<file path="src/rtl/sar_search_if.sv">
// sar_search_if: probe/flag/result bundle between the search controller and its environment
interface sar_search_if #(parameter int N = 8);
  localparam int STEP_W = $clog2(N + 2);
  logic start;
  logic smaller;
  logic equal;
  logic bigger;
  logic [N-1:0] guess;
  logic busy;
  logic done;
  logic found;
  logic err;
  logic [N-1:0] result;
  logic [STEP_W-1:0] steps;
  modport master (
    input  start, smaller, equal, bigger,
    output guess, busy, done, found, err, result, steps
  );
  modport slave (
    output start, smaller, equal, bigger,
    input  guess, busy, done, found, err, result, steps
  );
endinterface

</file>
<file path="src/rtl/sar_search.sv">
// sar_search: binary-search controller probing an external comparator to locate its b operand
module sar_search #(parameter int N = 8) (
  input logic clk,
  input logic rst,
  sar_search_if.master bus
);
  localparam int STEP_W = $clog2(N + 2);
  localparam logic [N-1:0] MAX = '1;
  localparam logic [N-1:0] FIRST = {1'b0, {(N-1){1'b1}}};
  typedef enum logic [1:0] {IDLE, SEARCH, DONE} state_t;
  state_t state_q;
  logic [N-1:0] lo_q, hi_q, guess_q, result_q;
  logic [STEP_W-1:0] steps_q;
  logic busy_q, done_q, found_q, err_q;
  logic [N-1:0] lo_d, hi_d, guess_d;
  logic [N:0] mid;
  logic onehot, stop;
  always_comb begin
    onehot = {bus.smaller, bus.equal, bus.bigger} inside {3'b100, 3'b010, 3'b001};
    lo_d = bus.smaller ? guess_q + 1'b1 : lo_q;
    hi_d = bus.bigger ? guess_q - 1'b1 : hi_q;
    // widened midpoint so lo + half-span cannot overflow
    mid = {1'b0, lo_d} + (({1'b0, hi_d} - {1'b0, lo_d}) >> 1);
    guess_d = mid[N-1:0];
    stop = !onehot || bus.equal || (bus.smaller && guess_q == MAX) ||
           (bus.bigger && guess_q == '0) || lo_d > hi_d;
  end
  always_ff @(posedge clk) begin
    if (rst) begin
      state_q <= IDLE;
      lo_q <= '0;
      hi_q <= '0;
      guess_q <= '0;
      result_q <= '0;
      steps_q <= '0;
      busy_q <= 1'b0;
      done_q <= 1'b0;
      found_q <= 1'b0;
      err_q <= 1'b0;
    end else begin
      case (state_q)
        IDLE: if (bus.start) begin
          state_q <= SEARCH;
          lo_q <= '0;
          hi_q <= MAX;
          guess_q <= FIRST;
          steps_q <= '0;
          found_q <= 1'b0;
          err_q <= 1'b0;
          busy_q <= 1'b1;
        end
        SEARCH: begin
          steps_q <= steps_q + 1'b1;
          if (stop) begin
            state_q <= DONE;
            busy_q <= 1'b0;
            done_q <= 1'b1;
            found_q <= onehot && bus.equal;
            err_q <= !onehot;
            result_q <= guess_q;
          end else begin
            lo_q <= lo_d;
            hi_q <= hi_d;
            guess_q <= guess_d;
          end
        end
        default: begin
          state_q <= IDLE;
          done_q <= 1'b0;
        end
      endcase
    end
  end
  assign bus.guess = guess_q;
  assign bus.busy = busy_q;
  assign bus.done = done_q;
  assign bus.found = found_q;
  assign bus.err = err_q;
  assign bus.result = result_q;
  assign bus.steps = steps_q;
endmodule

</file>
<file path="src/flat_wrapper.sv">
// flat-port wrapper written by rule: the top's interface ports become plain ports
module sar_search_flat 
#(parameter int N = 8)
  (clk, rst, bus_start, bus_smaller, bus_equal, bus_bigger, bus_guess, bus_busy, bus_done, bus_found, bus_err, bus_result, bus_steps);
  sar_search_if #(.N(N)) bus_i ();
  input logic clk;
  input logic rst;
  input wire logic [$bits(bus_i.start)-1:0] bus_start;
  input wire logic [$bits(bus_i.smaller)-1:0] bus_smaller;
  input wire logic [$bits(bus_i.equal)-1:0] bus_equal;
  input wire logic [$bits(bus_i.bigger)-1:0] bus_bigger;
  output wire logic [$bits(bus_i.guess)-1:0] bus_guess;
  output wire logic [$bits(bus_i.busy)-1:0] bus_busy;
  output wire logic [$bits(bus_i.done)-1:0] bus_done;
  output wire logic [$bits(bus_i.found)-1:0] bus_found;
  output wire logic [$bits(bus_i.err)-1:0] bus_err;
  output wire logic [$bits(bus_i.result)-1:0] bus_result;
  output wire logic [$bits(bus_i.steps)-1:0] bus_steps;
  assign bus_i.start = bus_start;
  assign bus_i.smaller = bus_smaller;
  assign bus_i.equal = bus_equal;
  assign bus_i.bigger = bus_bigger;
  assign bus_guess = bus_i.guess;
  assign bus_busy = bus_i.busy;
  assign bus_done = bus_i.done;
  assign bus_found = bus_i.found;
  assign bus_err = bus_i.err;
  assign bus_result = bus_i.result;
  assign bus_steps = bus_i.steps;
  sar_search #(.N(N)) u_core (.clk(clk), .rst(rst), .bus(bus_i));
endmodule
</file>
<file path="config.mk">
export PLATFORM = sky130hd
export DESIGN_NAME = sar_search_flat
export DESIGN_NICKNAME = d
export VERILOG_FILES = /design/src/rtl/sar_search_if.sv /design/src/rtl/sar_search.sv /design/src/flat_wrapper.sv
export SDC_FILE = /design/constraint.sdc
export NUM_CORES = 1
export LEC_CHECK = 0
export BUFFER_PORTS_ARGS = -buffer_cell sky130_fd_sc_hd__clkbuf_2
export CORE_MARGIN = 2
export CORE_UTILIZATION = 53
export DETAILED_ROUTE_END_ITERATION = 6
export PLACE_DENSITY = 0.85
export SLEW_MARGIN = 15
export SYNTH_ARGS = -nofsm -noshare
export SYNTH_HDL_FRONTEND = slang
export SYNTH_SLANG_ARGS = --single-unit
</file>
<file path="constraint.sdc">
create_clock -name clk -period 3.5 [get_ports clk]
set_input_delay 0.525 -clock clk [delete_from_list [all_inputs] [get_ports clk]]
set_output_delay 0.525 -clock clk [all_outputs]
set_load 0.02 [all_outputs]
</file>
==> key figures <==
Status
  • Status: complete, but fails checks
  • Failing checks: negative setup slack

STA
  • Hold Fails Final Rpt: 0
  • RSZ-0062 raised after global routing: yes
  • Setup violators final: 2
  • Clock skew: 0.0122 ns
  • Worst slew pin tran: 0.930 ns
  • Max Slew Vio Count: 0
  • Fin crit share: 102%
  • Fmax: ~280 MHz
  • PnR worst setup slack: -0.0710 ns
  • Setup_tns: -0.104 ns
  • Slew Limit Headroom: 38.0%
  • Fin crit period: 3.57 ns

Synthesis
  • Synth Warn #: 0
  • Synth area leaders: dfxtp_1 (29%), nor2_1 (7.2%), ha_1 (6.5%)
  • Sequential-to-total area share from yosys stat: 29.1%
  • Netlist cell types: 52
  • Avg Inst Size Synth: 8.01 µm²
  • Yosys top cell area share: between 20 and 30%
  • Ys async rst share: 0%
  • Flops & latches, synth: 42
  • Mapped cell area: 2890 µm²
  • Number of synthesized flops with an enable pin: 0
  • Largest area contributor in the netlist: dfxtp_1
  • Synth Instances: 360
  • Synthesized net count: 383
  • Main synth FF type: dfxtp_1

Critical path
  • Slowest stage delay, CP: 0.38 ns
  • Critical Path Slowest Stage Cell: dfxtp_4
  • CP arrival: 3.79 ns
  • Worst setup SP type: register
  • CP required: between 3 and 4 ns
  • WS Path Type: register to register
  • CP Capture Type: register
  • Critical Path Most Common Cell: buf_6
  • Buffers and inverters on the worst path: 3
  • CP max FO: 5
  • Critical path cell sequence: buf_6, ha_4, xnor2_2, nor2_2, a21oi_2, ha_4, buf_6, a221oi_4, nor2_1, nor2_1, xnor2_1, ha_1, buf_6, a211o_1, a41oi_2, xnor2_1, nand2_1, a21oi_1
  • Critical path's top delay family: compound AO/OA/AOI/OAI gates
  • Worst R2R Setup Slack: -0.07 ns

Floorplan
  • Die ar.: 6050 µm²
  • Core Footprint: a little over 5000 µm²
  • I/O Pins: 30
  • Starting density of the core: 55.8%
  • Core Rows: 26
  • Vert. Die Dim: 77.8 µm
  • Die W: 77.8 µm

Placement
  • DPL Wire Length: 5.68 mm
  • RePlAce Congestion: 0.920
  • I/O Buffers: 29
  • Placed cell area: 3310 µm²

Route
  • DRT antenna net count: 0
  • TritonRoute pass-1 iters: 5
  • DRT iter0 DRCs: 487
  • Vias/cell: 6.59
  • DR DRC count: 0
  • WL final: 9.96 mm
  • Via count: 3230
  • Avg WL per Cell: 20.3 µm

Pwr
  • Power Total: approximately 2.1 mW
  • VDD IR max: ~0.33 mV
  • P_leak: between 1.5 and 2 nW
  • Pwr dens: 543 nW/µm²

Hold path
  • Hold Path Class: register to register

Layout
  • FILL cells: 302
  • Multi-input gate area: between 2000 and 2500 µm²
  • N_diodes: 0
  • Layout Nets: roughly 440
  • Fin area: 3840 µm²
  • Area growth from synthesis to layout: 33.2%
  • Most frequent cells in the layout: nor2_1 (54), buf_4 (44), dfxtp_1 (39), nor3_1 (29), clkbuf_2 (29)
  • Most common cell after layout, fill and taps aside: nor2_1
  • Layout cells sized above 1: 33.3%
  • Reg area: 850 µm²

Clock tree
  • H-tree depth: 2
  • Clock root cell: clkbuf_8
  • CTS buffer count: 5
  • Skew-Pair Late Insertion Delay: roughly 0.31 ns
  • Max Buffers Root-to-Sink: 2
  • CTS tree: built
  • Reg clk slew, reported paths: 0.09 ns
  • CTS Sinks: between 40 and 50

Global routing
  • First-pass GRT wire length: 13.7 mm
  • Gr usage total: 28.2%
  • Initial antenna violation count: 0
  • Remaining global-route overflow: 0
  • Vias in the first global route: 2812
  • Largest net degree at the start of global routing: 43

Run
  • Max Cap Viol: 0
[final timing paths]
path | cells after the start | endpoint | from
max | 18 | u_core.bus.guess[7] | u_core.bus.guess[1]
min | 2 | u_core.bus.found | u_core.bus.found
max reg2reg | 18 | u_core.bus.guess[7] | u_core.bus.guess[1]
min reg2reg | 2 | u_core.bus.found | u_core.bus.found
[stage by stage]
step,utilization [%],cells,setup WS (ns),hold WS [ns]
2_1_floorplan,-,360,0.000912,0.452
3_3_place_gp,64.1,468,-0.0153,0.454
4_1_cts,69.4,480,0.00191,0.468
3_5_place_dp,64.1,468,-0.160,0.459
6_report,74.3,490,-0.0710,0.468
5_1_grt,74.3,490,-0.199,0.480
[registers in the layout, indices dropped and copies added, names as in the netlist]
name / cells
u_core.bus.guess: 8
u_core.bus.result: 8
u_core.hi_q: 8
u_core.lo_q: 8
u_core.bus.steps: 4
u_core.state_q: 2
u_core.bus.busy: 1
u_core.bus.done: 1
u_core.bus.err: 1
u_core.bus.found: 1
[routing by layer]
metal,track usage [%],vias up,part of all wire (%)
li1,-,1388,-
met1,35.1,1528,37
met2,47.8,250,48
met3,5.12,64,9.3
met4,11.4,0,5.4
met5,0,-,0
[cells by family (layout without fill, tap and decap cells)]
kind of cell,Yosys count,in the layout,share of synthesized area (%)
compound gates,80,80,21.4
xor+xnor,21,21,6.37
fa+ha+maj,17,17,7.89
buf+inv,40,100,5.72
flops,42,42,29.1
mux,17,17,5.90
simple gates,143,143,23.6
[timing repair]
action,in CTS,in global routing
buffers inserted,4,10
pin swaps,11,27
hold buffers,0,0
setup endpoints to repair,4,21
gates resized for setup,20,34
[where the power goes]
group / internal, mW / total (mW) / leakage (nW) / switching (mW)
combinational: 0.492 / 1.07 / 1.27 / 0.582
clock: 0.286 / 0.472 / 0.0683 / 0.186
sequential: 0.508 / 0.540 / 0.346 / 0.0314
[tightest hold or removal path, stage by stage, from the launching register on]
cell     delay (ns)
dfxtp_1        0.32
nand3_1        0.06
a21oi_1        0.05
[area by class of cell]
class,instances,share of cell area (%)
Clock buffer,5,1.79
Clock inverter,3,1.79
Timing Repair Buffer,77,13.5
Multi-Input combinational cell,278,56.9
Tap cell,70,2.28
Inverter,15,1.60
Sequential cell,42,22.1
[cell usage after synthesis, types with 8 or more instances]
cell / instances
nor2_1: 55
dfxtp_1: 42
nor3_1: 29
a21oi_1: 23
mux2i_1: 17
nand2_1: 17
ha_1: 15
inv_1: 15
xnor2_1: 15
clkbuf_1: 14
buf_2: 9
a211oi_1: 8
nand3_1: 8
o21ai_0: 8
Power figures use the tool's default switching activity.
